==> src/rtl/snn_loader_pkg.sv <==
// Shared types and helpers for the SNN frame loader.
//   state_e    : loader control states (LOAD, START, RUN, RESULT)
//   ceil_div   : integer ceiling division used to size the chunk count
//   CHUNK_BITS : chunk payload width for the default configuration
//   CHUNKS     : chunks per frame for the default configuration
package snn_loader_pkg;

  typedef enum logic [1:0] {
    ST_LOAD   = 2'd0,
    ST_START  = 2'd1,
    ST_RUN    = 2'd2,
    ST_RESULT = 2'd3
  } state_e;

  function automatic int ceil_div(input int num, input int den);
    return (num + den - 1) / den;
  endfunction

  localparam int DEF_WORD_W          = 32;
  localparam int DEF_WORDS_PER_CHUNK = 14;
  localparam int DEF_IMG_BITS        = 800;
  localparam int CHUNK_BITS          = DEF_WORD_W * DEF_WORDS_PER_CHUNK;
  localparam int CHUNKS              = ceil_div(DEF_IMG_BITS, CHUNK_BITS);

endpackage

==> src/rtl/snn_run_timer.sv <==
// Run-window timer for the SNN frame loader.
// Ports:
//   clk, rst_n : clock, asynchronous active-low reset
//   start      : restarts the count at 0 on the next edge
//   last       : high while the count sits on the final cycle of the window
// The count saturates at RUN_CYCLES-1 so the timer is quiet outside RUN.
module snn_run_timer #(
  parameter int RUN_CYCLES = 7500
) (
  input  logic clk,
  input  logic rst_n,
  input  logic start,
  output logic last
);

  // A one-cycle window still needs a 1-bit counter that never moves.
  localparam int CNT_W = (RUN_CYCLES > 1) ? $clog2(RUN_CYCLES) : 1;
  localparam logic [CNT_W-1:0] LAST_VAL = CNT_W'(RUN_CYCLES - 1);

  logic [CNT_W-1:0] cnt_r;

  // Window counter: cleared by start, advances until the final cycle.
  always_ff @(posedge clk or negedge rst_n) begin
    if (!rst_n) begin
      cnt_r <= '0;
    end else if (start) begin
      cnt_r <= '0;
    end else if (cnt_r != LAST_VAL) begin
      cnt_r <= cnt_r + CNT_W'(1);
    end else begin
      cnt_r <= cnt_r;
    end
  end

  assign last = (cnt_r == LAST_VAL);

endmodule

==> src/rtl/snn_frame_loader.sv <==
// SNN frame loader: assembles a frame from fixed-size chunks, starts the
// network, clocks it for a fixed run window and returns the latched outputs.
// Ports:
//   clk, rst_n                         : clock, asynchronous active-low reset
//   chunk_data/valid/last, chunk_ready : chunk input stream (valid/ready)
//   chunk_idx                          : next chunk slot to be written
//   image                              : assembled frame to the network
//   net_start, net_en                  : network start pulse and clock enable
//   net_out                            : network neuron outputs
//   result, result_valid, result_ready : latched result handshake
//   busy                               : high in START, RUN and RESULT
//   err_len                            : one-cycle pulse on a frame-length error
module snn_frame_loader
  import snn_loader_pkg::*;
#(
  parameter int WORD_W          = 32,
  parameter int WORDS_PER_CHUNK = 14,
  parameter int IMG_BITS        = 800,
  parameter int N_OUT           = 2,
  parameter int RUN_CYCLES      = 7500,
  localparam int CH_BITS        = WORD_W * WORDS_PER_CHUNK,
  localparam int N_CHUNKS       = ceil_div(IMG_BITS, CH_BITS),
  localparam int IDX_W          = $clog2(N_CHUNKS + 1)
) (
  input  logic                clk,
  input  logic                rst_n,
  input  logic [CH_BITS-1:0]  chunk_data,
  input  logic                chunk_valid,
  input  logic                chunk_last,
  output logic                chunk_ready,
  output logic [IDX_W-1:0]    chunk_idx,
  output logic [IMG_BITS-1:0] image,
  output logic                net_start,
  output logic                net_en,
  input  logic [N_OUT-1:0]    net_out,
  output logic [N_OUT-1:0]    result,
  output logic                result_valid,
  input  logic                result_ready,
  output logic                busy,
  output logic                err_len
);

  localparam logic [IDX_W-1:0] LAST_IDX = IDX_W'(N_CHUNKS - 1);

  state_e           state_r, state_nxt_s;
  logic [IDX_W-1:0] idx_r, idx_nxt_s;
  logic             err_nxt_s;
  logic             latch_s;
  logic             xfer_s;
  logic             timer_last_s;

  logic             chunk_ready_r;
  logic             net_start_r;
  logic             net_en_r;
  logic             result_valid_r;
  logic             busy_r;
  logic             err_len_r;
  logic [N_OUT-1:0] result_r;

  // chunk_ready_r is high exactly when the state register holds LOAD.
  assign xfer_s = chunk_valid & chunk_ready_r;

  snn_run_timer #(
    .RUN_CYCLES (RUN_CYCLES)
  ) u_timer (
    .clk   (clk),
    .rst_n (rst_n),
    .start (state_r == ST_START),
    .last  (timer_last_s)
  );

  // Next-state, chunk slot and length-error decode.
  always_comb begin
    state_nxt_s = state_r;
    idx_nxt_s   = idx_r;
    err_nxt_s   = 1'b0;
    latch_s     = 1'b0;
    case (state_r)
      ST_LOAD: begin
        if (xfer_s) begin
          if (idx_r == LAST_IDX) begin
            idx_nxt_s = '0;
            if (chunk_last) begin
              state_nxt_s = ST_START;
            end else begin
              err_nxt_s = 1'b1;
            end
          end else if (chunk_last) begin
            idx_nxt_s = '0;
            err_nxt_s = 1'b1;
          end else begin
            idx_nxt_s = idx_r + IDX_W'(1);
          end
        end else begin
          idx_nxt_s = idx_r;
        end
      end
      ST_START: begin
        state_nxt_s = ST_RUN;
      end
      ST_RUN: begin
        if (timer_last_s) begin
          state_nxt_s = ST_RESULT;
          latch_s     = 1'b1;
        end else begin
          state_nxt_s = ST_RUN;
        end
      end
      ST_RESULT: begin
        if (result_ready) begin
          state_nxt_s = ST_LOAD;
        end else begin
          state_nxt_s = ST_RESULT;
        end
      end
      default: begin
        state_nxt_s = ST_LOAD;
        idx_nxt_s   = '0;
      end
    endcase
  end

  // State, slot index and registered control outputs (decoded from next state).
  always_ff @(posedge clk or negedge rst_n) begin
    if (!rst_n) begin
      state_r        <= ST_LOAD;
      idx_r          <= '0;
      err_len_r      <= 1'b0;
      chunk_ready_r  <= 1'b1;
      net_start_r    <= 1'b0;
      net_en_r       <= 1'b0;
      result_valid_r <= 1'b0;
      busy_r         <= 1'b0;
    end else begin
      state_r        <= state_nxt_s;
      idx_r          <= idx_nxt_s;
      err_len_r      <= err_nxt_s;
      chunk_ready_r  <= (state_nxt_s == ST_LOAD);
      net_start_r    <= (state_nxt_s == ST_START);
      net_en_r       <= (state_nxt_s == ST_RUN);
      result_valid_r <= (state_nxt_s == ST_RESULT);
      busy_r         <= (state_nxt_s != ST_LOAD);
    end
  end

  // Result capture on the final run cycle, held until the next one.
  always_ff @(posedge clk or negedge rst_n) begin
    if (!rst_n) begin
      result_r <= '0;
    end else if (latch_s) begin
      result_r <= net_out;
    end else begin
      result_r <= result_r;
    end
  end

  // One register slice per chunk slot; the last slot is truncated at IMG_BITS.
  for (genvar k = 0; k < N_CHUNKS; k++) begin : g_slot
    localparam int LO = k * CH_BITS;
    localparam int W  = ((IMG_BITS - LO) < CH_BITS) ? (IMG_BITS - LO) : CH_BITS;

    logic [W-1:0] slot_r;

    // Slot write on a transfer addressed to this slot.
    always_ff @(posedge clk or negedge rst_n) begin
      if (!rst_n) begin
        slot_r <= '0;
      end else if (xfer_s && (idx_r == IDX_W'(k))) begin
        slot_r <= chunk_data[W-1:0];
      end else begin
        slot_r <= slot_r;
      end
    end

    assign image[LO +: W] = slot_r;
  end

  assign chunk_ready  = chunk_ready_r;
  assign chunk_idx    = idx_r;
  assign net_start    = net_start_r;
  assign net_en       = net_en_r;
  assign result       = result_r;
  assign result_valid = result_valid_r;
  assign busy         = busy_r;
  assign err_len      = err_len_r;

endmodule

==> config.mk <==
export PLATFORM = sky130hd
export DESIGN_NAME = snn_frame_loader
export DESIGN_NICKNAME = d
export VERILOG_FILES = /design/src/rtl/snn_loader_pkg.sv /design/src/rtl/snn_run_timer.sv /design/src/rtl/snn_frame_loader.sv
export SDC_FILE = /design/constraint.sdc
export NUM_CORES = 1
export LEC_CHECK = 0
export CAP_MARGIN = 20
export CORE_AREA = 4 4 495 497
export DETAILED_ROUTE_END_ITERATION = 10
export DIE_AREA = 0 0 499 501
export DONT_BUFFER_PORTS = 1
export MAX_ROUTING_LAYER = met4
export PLACE_DENSITY = 0.3
export SYNTH_ARGS = -nofsm -noshare
export SYNTH_HDL_FRONTEND = slang
export SYNTH_HIERARCHICAL = 1
export SYNTH_SLANG_ARGS = --single-unit
==> constraint.sdc <==
create_clock -name clk -period 5.7 [get_ports clk]
set_clock_uncertainty 0.1 [all_clocks]
set_input_delay 0.855 -clock clk [delete_from_list [all_inputs] [get_ports clk]]
set_output_delay 0.855 -clock clk [all_outputs]
set_load 0.01 [all_outputs]
* Word level (Yosys, flattened, before mapping)
Index checks and enable logic that the tools add are counted.
** Operators by class
- Muxes and demuxes :: 17
- Bitwise logic cells :: 1
- Add/sub/neg operators :: 2
- Equality and inequality tests :: 9
- Reductions and logical operators :: 8
** Operator list (number)
- 13-bit 2-to-1 mux :: 2
- 13-bit by 1-bit adder with 13-bit output, second input constant :: 1
- 13-bit == test, second input constant :: 1
- 13-bit inequality test, second input constant :: 1
- 2-bit 2-to-1 mux :: 6
- 2-bit == test, second input constant :: 4
- 1-bit 2-to-1 mux :: 8
- 2-bit case mux with 4 select lines :: 1
- 2-bit by 1-bit == test with 1-bit output, second input constant :: 3
- 2-bit zero test :: 3
- 2-bit nonzero test :: 2
- 2-bit by 1-bit adder with 2-bit output, second input constant :: 1
- 1-bit logical AND :: 2
- 2-bit AND reduction :: 1
- 1-bit AND :: 1
** Storage, ports and cells
- Output and inout bits :: 810
- Input bits :: 455
- Flip-flop bits (word level) :: 825
- Logic and storage cells :: 49

* Logic depth before layout (Yosys ltp)
Gate-level depths: netlist (run 1).
- Depth after elaboration :: 5
- Depth in mapped cells :: 7
- Gate-level depth less buffers :: 6

* Hierarchy
Netlist (run 1), hierarchy kept.
** By module, submodules not included
- snn_frame_loader :: instances 1, area an instance 31218.7 sq um, cells each 1729, seq. area each 20320.7 sq um
- snn_run_timer :: instances 1, area an instance 661.9 sq um, cells each 64, seq. area each 325.3 sq um

* Worst setup path after synthesis (run 1)
OpenSTA, ideal clock, no wires.
- Path kind :: register to register
- Start :: reg u_timer.cnt_r[5]
- End :: reg result_r[0], in the netlist result[0]
- Setup time :: 125 ps
- Cell stages (with the launch flop) :: 6
- Path buffers :: 0
- Clock period less this slack :: 2073 ps
- Path slack :: 3627 ps
- Data required time :: 5475 ps
- Arrival time :: 1848 ps
- Cells stage by stage :: dfrtp_1 -> or4b_4 -> nor3_4 -> inv_1 -> or2_2 -> mux2_2
** On the way
- Word-level cells in the longest chain between the ends :: 3
** Ends and longest elaborated chain
- from (decl) :: RTL line snn_run_timer.sv:20 : logic [CNT_W-1:0] cnt_r;
- from (signal assigned) :: RTL line snn_run_timer.sv:29 : cnt_r <= cnt_r + CNT_W'(1);
- from (signal assigned) :: RTL line snn_run_timer.sv:31 : cnt_r <= cnt_r;
- 13-bit == test :: RTL line snn_run_timer.sv:35 : assign last = (cnt_r == LAST_VAL);
- named net timer_last_s :: RTL line snn_frame_loader.sv:50 : logic timer_last_s;
- 1-bit 2-to-1 mux :: RTL line snn_frame_loader.sv:102 : if (timer_last_s) begin
- 1-bit 2-to-1 mux :: RTL line snn_frame_loader.sv:78 : case (state_r)
- to (signal assigned) :: RTL line snn_frame_loader.sv:151 : result_r <= net_out;
- to (signal assigned) :: RTL line snn_frame_loader.sv:153 : result_r <= result_r;
- to (decl) :: RTL line snn_frame_loader.sv:58 : logic [N_OUT-1:0] result_r;
The timed path passes the listed nets, and every way through them passes these cells.
A chain may end at the register's enable or synchronous reset.

* Worst setup path in the final report (run 1)
- Start :: reg idx_r[1], in the netlist chunk_idx[1]
- End :: reg g_slot[1].slot_r[140]
** On the way
- Word-level cells in the longest chain between the ends :: 2
** Ends and longest elaborated chain
- from (decl) :: RTL line snn_frame_loader.sv:46 : logic [IDX_W-1:0] idx_r, idx_nxt_s;
- from (signal assigned) :: RTL line snn_frame_loader.sv:136 : idx_r <= idx_nxt_s;
- 2-bit by 1-bit == test with 1-bit output :: RTL line snn_frame_loader.sv:168 : end else if (xfer_s && (idx_r == IDX_W'(k))) begin
- 1-bit logical AND :: RTL line snn_frame_loader.sv:168
- to (signal assigned) :: RTL line snn_frame_loader.sv:169 : slot_r <= chunk_data[W-1:0];
- to (signal assigned) :: RTL line snn_frame_loader.sv:171 : slot_r <= slot_r;
- to (decl) :: RTL line snn_frame_loader.sv:162 : logic [W-1:0] slot_r;
Every way passes these cells.

==> reports/metrics.yaml, run 1 <==
sta:
  finalHoldViolations: 0
  setup_viol: 0
  finalCriticalPeriod_ns: 3.14
  relSlewSlack_pct: 31.1
  worst_slew_pin_slew_ns: 1.03
  max_freq_mhz: 319
  finalCritPeriodShare_pct: 55.0
  rsz0062_at_grt: "no"
  fin_setup_tns_ns: 0
  slew_viol_final: 0
logic_synthesis:
  yosysUniqueCellTypes: 39
  synth_nets: 2251
  synth_area_per_cell_um2: 17.8
  synth_edf_count: 0
  yosysWarnings: 6
  ys_seq_area_share_pct: 64.8
  ys_seq_elements: 825
  netlist_instances: 1793
  synthFlopType: "dfrtp_1"
  syn_area_mm2: 0.0319
  async_flop_share_pct: 100
power_and_ir_drop:
  ir_worst_vdd_mv: 0.253
  power_density_mw_per_mm2: 669
  leakage_nw: 17.0
  power.total_mw: 26.4
clock_network:
  clock_path_buffers: 3
  htreeDepth: 3
  clock_latency_ns: 0.72
  cts_tree: "built"
  clkTransAtPathRegs_ns: 0.06
  cts.sinks: 825
  tritoncts.num_buffers: 105
  root_buffer: "clkbuf_16"
placed_design:
  portBuffers: 0
  globalplace.congestion: 0.819
  dp.final_hpwl_um: 107000
global_routing:
  grt_use_met3_pct: 7.06
  grt_use_met2_pct: 17.5
  grt_util_all_layers_pct: 10.8
  use_met1_pct: 10.6
  grt_pass1_wl_um: 180000
  first_global_vias: 17787
  grt-ovfl-total: 0
  gr-max-usage-layer: "met2"
  grt_start_max_net_pins: 826
  antenna_found_initial: 33
worst_setup_path:
  ff2ff_setup_slack_ns: 2.56
  critPathCapture: "g_slot[1].slot_r[140]$_DFFE_PN0P_"
  r2r_cells: 5
  required_ns: 6.20
  crit_path_end_kind: "flop"
  crit_type: "flop to flop"
  crit_path_start: "chunk_idx[1]$_DFFE_PN0P_"
  r2r_start: "chunk_idx[1]$_DFFE_PN0P_"
  cp_max_fo: 88
  arrival_ns: 3.63
  r2r_end: "g_slot[1].slot_r[140]$_DFFE_PN0P_"
  cp-start-kind: "flop"
drt:
  wire_per_inst_um: 26.7
  drtPass1Iterations: 6
  drtAntennaViolNets: 0
  drt_iter0_drc: 718
  routed_wl_um: 137000
  drcViolationCount: 0
  viasPerCell: 3.12
  vias: 16011
floorplan:
  die_h_um: 501
  core_mm2: 0.240
  rows: 180
  fp.dieW_um: 499
  dieArea_mm2: 0.250
  initial_utilization_pct: 13.3
  ioPinCount: 1265
finish:
  drive_above_1_share_pct: 51.9
  nets: 2296
  mostFrequentLayoutCell: "dfrtp_1"
  final_cell_mix: "dfrtp_1 (824), mux2_2 (502), mux2_4 (280), clkbuf_16 (107), clkbuf_8 (27)"
  area_growth_pct: 23.6
  n_fill_cell: 26073
job:
  maxCapViolations: 0
hold_path:
  worstHoldPathType: "input port to asynchronous set/reset pin"
run_status:
  outcome: "finished clean"
-- where the power goes --
group	total, mW	switching, mW	internal (mW)
clock	7.14	2.83	4.31
combinational	5.38	1.78	3.60
sequential	13.8	5.01	8.84
-- cell type report --
type	instances	area, µm²	share of cell area [%]
diodes	24	60.1	0.152
well taps	3185	3990	10.1
multi-input cells	876	10600	26.9
flip-flops and latches	825	20600	52.4
inverters	3	11.3	0.0286
repair buffers	27	378	0.959
clock inverters	46	611	1.55
clock buffers	149	3110	7.88
-- cells in the mapped netlist (3+ instances only) --
cell type	instances	area share (%)
a21oi_1	3	0.047
and2_1	3	0.059
buf_2	56	0.88
buf_6	31	1.1
dfrtp_1	824	65
ha_1	3	0.12
inv_1	3	0.035
mux2_1	20	0.71
mux2_2	502	18
mux2_4	280	13
nand2_1	4	0.047
nand3_1	9	0.14
nand4_1	4	0.078
nor2_1	12	0.14
o21ai_0	4	0.063
xor2_1	8	0.22
-- flip-flops by register name, summed over array words and instances (netlist names), 2 cells and up --
register / cells
u_timer/cnt_r: 13
state_r: 2
result: 2
chunk_idx: 2
g_slot.slot_r: 800
-- worst min path at each step --
stage / slack (ns) / to
after global routing: 0.07 / g_slot[0].slot_r[405]$_DFFE_PN0P_
after floorplan: 0.40 / u_timer/cnt_r[12]$_DFFE_PN0P_
after global placement: 0.43 / u_timer/cnt_r[12]$_DFFE_PN0P_
after CTS: -0.37 / g_slot[0].slot_r[96]$_DFFE_PN0P_
final: 0.10 / g_slot[1].slot_r[120]$_DFFE_PN0P_
after detailed placement: 0.44 / u_timer/cnt_r[12]$_DFFE_PN0P_
-- critical path, cell delays in order, from the launching register on --
cell and delay (ns):
dfrtp_1 0.42, inv_1 0.13, ha_1 0.29, nand3_4 0.69
buf_12 0.49, mux2_4 0.52
-- per-layer routing --
| layer | wire, µm | share of wire [%] |
|---|---|---|
| met3 | 21400 | 16 |
| met2 | 66600 | 49 |
| met5 | 0 | 0 |
| met1 | 46400 | 34 |
| met4 | 2750 | 2.0 |
-- through the flow --
step | instances | util, % | instance area [µm²] | hold slack, ns | worst slack (ns)
finish | 5135 | 16.4 | 39400 | 0.100 | 2.56
global route | 5125 | 16.4 | 39400 | 0.0738 | 2.43
CTS | 5106 | 16.3 | 39200 | -0.373 | 2.57
detailed placement | 4911 | 14.8 | 35500 | 0.438 | 2.54
global placement | 4911 | 14.8 | 35500 | 0.433 | 2.59
floorplan | 1793 | - | 31900 | 0.397 | 3.63
-- kinds of logic after synthesis --
family                     share of synthesized area, %
xor gates and xnor gates                          0.247
and+or+nand+nor                                   0.907
AOI/OAI and AO/OA                                 0.224
buffers and inverters                              2.06
muxes                                              31.7
adders and majority gates                         0.118
DFF                                                64.8
-- timing repair --
item | 4_1_cts | 5_1_grt
resized for setup | 0 | 0
hold endpoints to repair | 824 | 0
setup buffers | 0 | 0
(Power assumes the default switching activity.)
==> inputs of run 2 (changes only) <==
- CORE_AREA: 4 4 495 497 -> 4 4 486 488
- DIE_AREA: 0 0 499 501 -> 0 0 490 492
- clock period: 5.7 -> 2.75 ns (I/O delays scaled with it)
==> run 2 against run 1 <==
Compared with the run above: clock power is 100% higher; maximum frequency increased by 37%; sequential share of layout area decreased by 5.3 points; via count rose by 12%; largest power group unchanged; the run now ends with negative hold slack left; sequential power rose by 110%; routed wire length up 6.0%.
==> reports/metrics.yaml, run 2 (same netlist as run 1, synthesis figures left out) <==
worst_setup_path:
  arrival_ns: 2.79
  crit_type: "flop to flop"
  cp_num_buf_inv: 3
  r2r_cells: 6
  r2r_end: "g_slot[0].slot_r[287]$_DFFE_PN0P_"
  critPathTopFamily: "buffers and inverters"
  path_common_cell: "buf_12"
  cp-start-kind: "flop"
  slowest_stage: "dfrtp_1"
  cp_max_fo: 54
  crit_path_end_kind: "flop"
  ff2ff_setup_slack_ns: 0.45
  r2r_start: "chunk_idx[0]$_DFFE_PN0P_"
  required_ns: 3.25
  max_stage_delay_ns: 0.45
  crit_chain: "inv_1 -> ha_1 -> nand3_4 -> buf_12 -> buf_12 -> mux2_2"
clock_network:
  root_buffer: "clkbuf_16"
  cts_setup_buffers: 0
  clock_path_buffers: 3
  clkTransAtPathRegs_ns: 0.06
  cts.sinks: 825
  cts_tree: "built"
  tritoncts.num_buffers: 101
  clock_latency_ns: 0.73
  htreeDepth: 3
sta:
  max_freq_mhz: 435
  finalCriticalPeriod_ns: 2.30
  fin_setup_tns_ns: 0
  setup_viol: 0
  holdWs_ns: -0.490
  relSlewSlack_pct: 19.5
  rsz0062_at_grt: "no"
  slew_viol_final: 0
  finalCritPeriodShare_pct: 83.5
  final.setup.worst_slack_ns: 0.453
  finalHoldViolations: 105
  worst_slew_pin_slew_ns: 1.21
drt:
  drtPass1Iterations: 4
  met2WireLength_um: 69900
  drcViolationCount: 0
  drtAntennaViolNets: 0
  wl_met3_um: 20500
  wl_met1_um: 50800
  viasPerCell: 3.28
  topRoutingLayerUsed: "met4"
  vias: 17906
  wire_per_inst_um: 26.7
  routed_wl_um: 145000
  drt_iter0_drc: 753
global_routing:
  grt_util_all_layers_pct: 12.0
  grt_pass1_wl_um: 195000
  first_global_vias: 20032
  antenna_found_initial: 42
  grt_start_max_net_pins: 826
  grt-ovfl-total: 0
power_and_ir_drop:
  p_switching_mw: 20.7
  power_density_mw_per_mm2: 1270
  p_sw_share_pct: 37.2
  seqPwrFrac_pct: 52.4
  leakage_nw: 18.9
  p_int_mw: 34.9
  power.share.combinational_pct: 21.8
  clkPwrFrac_pct: 25.8
  ir_worst_vdd_mv: 0.625
hold_path:
  worstHoldPathType: "input port to asynchronous set/reset pin"
finish:
  reg.largest.list: "g_slot.slot_r x800, u_timer/cnt_r x13"
  n_fill_cell: 24842
  area_growth_pct: 37.6
  top_register: "g_slot.slot_r"
  nets: 2765
  multi_input_area_mm2: 0.0106
  drive_above_1_share_pct: 42.2
  fin_util_pct: 18.9
  layout.area.seq_mm2: 0.0206
  stdcell_area_mm2: 0.0439
  final_cell_mix: "dfrtp_1 (824), mux2_2 (502), dlygate4sd3_1 (453), mux2_4 (280), clkbuf_16 (102)"
  mostFrequentLayoutCell: "dfrtp_1"
  largest_reg_flops: 800
run_status:
  violations: "negative hold slack"
  outcome: "finished with violations"
floorplan:
  initial_utilization_pct: 13.7
  rows: 177
  die_h_um: 492
  core_mm2: 0.232
  ioPinCount: 1265
  dieArea_mm2: 0.241
  fp.dieW_um: 490
placed_design:
  dp.final_hpwl_um: 114000
  post-place-ws_ns: 0.459
  portBuffers: 0
  place_area_mm2: 0.0356
  globalplace.congestion: 0.823
job:
  maxCapViolations: 0
run 2: cell count changes in the layout (fill, tap and decap cells not counted), moves of 2 or more:
cell / previous run / this run
buf_12: 6 / 14
buf_4: 16 / 28
clkbuf_16: 107 / 102
clkbuf_8: 27 / 24
clkinv_16: 0 / 2
clkinv_4: 4 / 0
clkinvlp_4: 3 / 6
diode_2: 24 / 21
dlygate4sd3_1: 0 / 453
inv_6: 5 / 1
inv_8: 3 / 0
run 2: how the worst max path moves through the flow:
stage	depth (start not counted)	startpoint	slack [ns]	to
2_1_floorplan	5	u_timer/cnt_r[5]$_DFFE_PN0P_	0.68	result[0]$_DFFE_PN0P_
3_3_place_gp	6	chunk_idx[0]$_DFFE_PN0P_	0.47	g_slot[0].slot_r[240]$_DFFE_PN0P_
3_5_place_dp	6	chunk_idx[0]$_DFFE_PN0P_	0.46	g_slot[0].slot_r[21]$_DFFE_PN0P_
4_1_cts	6	chunk_idx[0]$_DFFE_PN0P_	0.41	g_slot[0].slot_r[279]$_DFFE_PN0P_
5_1_grt	3	rst_n	0.33	g_slot[1].slot_r[333]$_DFFE_PN0P_
6_report	6	chunk_idx[0]$_DFFE_PN0P_	0.45	g_slot[0].slot_r[287]$_DFFE_PN0P_
run 2: cell type report:
class / instances / share of cell area (%)
Sequential cell: 825 / 47.1
Multi-Input combinational cell: 876 / 24.2
Timing Repair Buffer: 500 / 11.8
Tap cell: 3043 / 8.68
Clock buffer: 142 / 6.71
Clock inverter: 42 / 1.45
Antenna cell: 21 / 0.120
Inverter: 3 / 0.0257
run 2: repair_timing:
item / 4_1_cts / 5_1_grt
hold endpoints to repair: 1636 / 503
hold buffers: 453 / 1
resized for setup: 0 / 0
run 2: power by group through the flow:
stage | Combinational, mW | Sequential, mW | Clock (mW)
after floorplan | 9.78 | 24.3 | 0
after global placement | 10.8 | 30.0 | 0
after detailed placement | 11.2 | 29.8 | 0
after CTS | 12.0 | 29.7 | 15.0
after global routing | 13.1 | 30.2 | 15.5
final | 12.1 | 29.2 | 14.4
run 2: metal layers:
metal,vias up,GRT usage (%)
met4,0,3.31
met1,9286,12.1
met5,-,-
met3,213,7.29
met2,982,19.6
li1,7425,-
run 2: through the flow:
| step | power [mW] | cells |
|---|---|---|
| 2_1_floorplan | 34.1 | 1793 |
| 3_3_place_gp | 40.8 | 4789 |
| 3_5_place_dp | 41.0 | 4789 |
| 4_1_cts | 56.8 | 5426 |
| 5_1_grt | 58.8 | 5440 |
| 6_report | 55.6 | 5452 |
run 2: worst reg2reg max path, cell delays in order, from the launching register on:
cell and delay, ns:
dfrtp_1 0.45, inv_1 0.12, ha_1 0.25, nand3_4 0.12, buf_12 0.25, buf_12 0.43, mux2_2 0.44
==> inputs of run 3 (changes only) <==
- ABC_AREA: not set -> 1
- CORE_AREA: 4 4 486 488 -> 4 4 492 494
- DIE_AREA: 0 0 490 492 -> 0 0 496 498
- clock period: 2.75 -> 2.1 ns (I/O delays scaled with it)
==> run 3 against run 2 <==
Compared with the run above: the flow now finishes without violations; clock-buffer cell count up 11; combinational power up 58%; final cell count up 35%; via count up 56%; final area up 3.4%; synthesized cell count up 100%; worst hold slack better by 0.62 ns; critical path type unchanged; highest routed layer unchanged.
==> reports/metrics.yaml, run 3 <==
run_status:
  outcome: "finished clean"
logic_synthesis:
  synth_top_area_cell: "dfrtp_1"
  yosysUniqueCellTypes: 26
  synth_edf_count: 0
  synth_area_per_cell_um2: 9.01
  yosysMostFrequentCell: "nand2_1"
  yosysTopAreaCellShare_pct: 63.1
  syn_area_mm2: 0.0327
  synth.top_cells.by_count: "nand2_1 (1,629), dfrtp_1 (824), o21ai_0 (805)"
  ys_top_cells_by_area: "dfrtp_1 (63%), nand2_1 (19%), o21ai_0 (12%), clkbuf_1 (1.8%), buf_2 (1.0%)"
  netlist_instances: 3627
  yosysWarnings: 6
  async_flop_share_pct: 100
  synth_nets: 4085
  ys_seq_elements: 825
  synthFlopType: "dfrtp_1"
  ys_seq_area_share_pct: 63.2
worst_setup_path:
  arrival_ns: 2.55
  cp_max_fo: 38
  cp_num_buf_inv: 4
  cp-start-kind: "flop"
  crit_chain: "inv_1 -> ha_1 -> inv_8 -> nor2_4 -> buf_12 -> buf_4 -> nand2_1 -> nand2_1"
  crit_type: "flop to flop"
  path_common_cell: "nand2_1"
  slowest_stage: "dfrtp_1"
  crit_path_end_kind: "flop"
  max_stage_delay_ns: 0.40
  required_ns: 2.65
  critPathTopFamily: "buffers and inverters"
clock_network:
  cts_tree: "built"
  htreeDepth: 3
  tritoncts.num_buffers: 103
  root_buffer: "clkbuf_16"
  clkTransAtPathRegs_ns: 0.06
  clock_path_buffers: 3
  cts_setup_buffers: 0
  cts.sinks: 825
  clock_latency_ns: 0.70
drt:
  vias: 27892
  drcViolationCount: 0
  drt_iter0_drc: 2094
  drtAntennaViolNets: 0
  drtPass1Iterations: 5
  wire_per_inst_um: 23.7
  viasPerCell: 3.79
  routed_wl_um: 175000
placed_design:
  portBuffers: 0
  dp.final_hpwl_um: 129000
  globalplace.congestion: 0.873
sta:
  fin_setup_tns_ns: 0
  finalCritPeriodShare_pct: 94.9
  finalHoldViolations: 0
  slew_viol_final: 0
  setup_viol: 0
  finalCriticalPeriod_ns: 1.99
  relSlewSlack_pct: 47.6
  worst_slew_pin_slew_ns: 0.785
  rsz0062_at_grt: "no"
  max_freq_mhz: 502
finish:
  reg.largest.list: "g_slot.slot_r x800, u_timer/cnt_r x13"
  largest_reg_flops: 800
  mostFrequentLayoutCell: "nand2_1"
  area_growth_pct: 38.8
  final_cell_mix: "nand2_1 (1,629), dfrtp_1 (824), o21ai_0 (805), dlygate4sd3_1 (457), clkbuf_16 (103)"
  nets: 4541
  top_register: "g_slot.slot_r"
  n_fill_cell: 26526
  drive_above_1_share_pct: 8.22
  layout.area.seq_mm2: 0.0206
  multi_input_area_mm2: 0.0106
global_routing:
  grt_start_max_net_pins: 150
  grt_util_all_layers_pct: 14.0
  grt-ovfl-total: 0
  grt_pass1_wl_um: 242000
  first_global_vias: 29138
  antenna_found_initial: 42
power_and_ir_drop:
  leakage_nw: 20.8
  clkPwrFrac_pct: 25.3
  ir_worst_vdd_mv: 1.17
  power.share.combinational_pct: 26.4
  power_density_mw_per_mm2: 1590
  p_sw_share_pct: 44.9
  power.total_mw: 72.2
  seqPwrFrac_pct: 48.4
  p_switching_mw: 32.4
  p_int_mw: 39.8
floorplan:
  initial_utilization_pct: 13.8
  die_h_um: 498
  fp.dieW_um: 496
  ioPinCount: 1265
  core_mm2: 0.237
  dieArea_mm2: 0.247
  rows: 179
job:
  maxCapViolations: 0
hold_path:
  worstHoldPathType: "input port to flop"
## run 3: path summary, 6_finish.rpt
check / cells past startpoint / end / slack (ns) / startpoint
worst max-delay path: 8 / g_slot[0].slot_r[59]$_DFFE_PN0P_ / 0.11 / chunk_idx[0]$_DFFE_PN0P_
worst min-delay path: 3 / g_slot[0].slot_r[401]$_DFFE_PN0P_ / 0.13 / chunk_data[401]
worst max register to register: 8 / g_slot[0].slot_r[59]$_DFFE_PN0P_ / 0.11 / chunk_idx[0]$_DFFE_PN0P_
worst min register to register: 1 / u_timer/cnt_r[6]$_DFFE_PN0P_ / 0.45 / u_timer/cnt_r[6]$_DFFE_PN0P_
max in group asynchronous: 4 / g_slot[0].slot_r[30]$_DFFE_PN0P_ / 0.34 / rst_n
min in group asynchronous: 3 / g_slot[1].slot_r[23]$_DFFE_PN0P_ / 0.63 / rst_n
## run 3: cell type report
cell class	count	area share, %
flip-flops and latches	825	45.5
multi-input cells	2510	23.4
repair buffers	618	14.5
well taps	3167	8.74
clock buffers	153	6.65
clock inverters	29	0.822
inverters	25	0.240
diodes	27	0.149
## run 3: worst reg2reg max path: cells and delay by family (launching register included)
kind	cells	cell delay, ns
DFF	1	0.40
adders and majority gates	1	0.26
buffers and inverters	4	0.84
and+or+nand+nor	3	0.34
## run 3: cells by family (layout without fill, tap and decap cells)
logic type / after synthesis / count (layout) / share of synthesized area (%)
and+or+nand+nor: 1690 / 1690 / 19.8
xor gates and xnor gates: 1 / 1 / 0.0268
AOI/OAI and AO/OA: 816 / 816 / 12.5
adders and majority gates: 3 / 3 / 0.115
other: 0 / 27 / 0
buffers and inverters: 292 / 825 / 4.39
DFF: 825 / 825 / 63.2
## run 3: power groups by stage
| stage | clock (mW) | combinational [mW] | sequential [mW] |
|---|---|---|---|
| 5_1_grt | 19.6 | 21.9 | 35.9 |
| 3_3_place_gp | 0 | 18.1 | 35.7 |
| 2_1_floorplan | 0 | 11.5 | 30.2 |
| 6_report | 18.2 | 19.1 | 34.9 |
| 3_5_place_dp | 0 | 18.4 | 35.5 |
| 4_1_cts | 19.1 | 19.5 | 35.4 |
## run 3: stage by stage
stage | hold slack [ns] | instance area (µm²) | worst slack, ns | cells | util (%)
floorplan | -0.0806 | 32700 | 0.475 | 3627 | -
global placement | 0.156 | 37300 | 0.0580 | 6688 | 15.7
detailed placement | 0.157 | 37300 | 0.0815 | 6688 | 15.7
CTS | 0.00234 | 45300 | 0.0700 | 7327 | 19.1
global route | 0.0769 | 45300 | 0.0179 | 7350 | 19.1
finish | 0.128 | 45300 | 0.107 | 7354 | 19.1
## run 3: repair_timing
item,CTS,global route
hold buffers,457,0
endpoints found under the setup margin,0,47
resized for setup,0,2
hold endpoints to repair,1587,0
## run 3: per-layer routing
metal	GRT usage [%]	routed length [µm]	vias to the layer above
met2	22.5	82500	1241
met3	5.45	18600	251
li1	-	-	12604
met1	15.9	68300	13796
met5	-	0	-
met4	4.38	5310	0
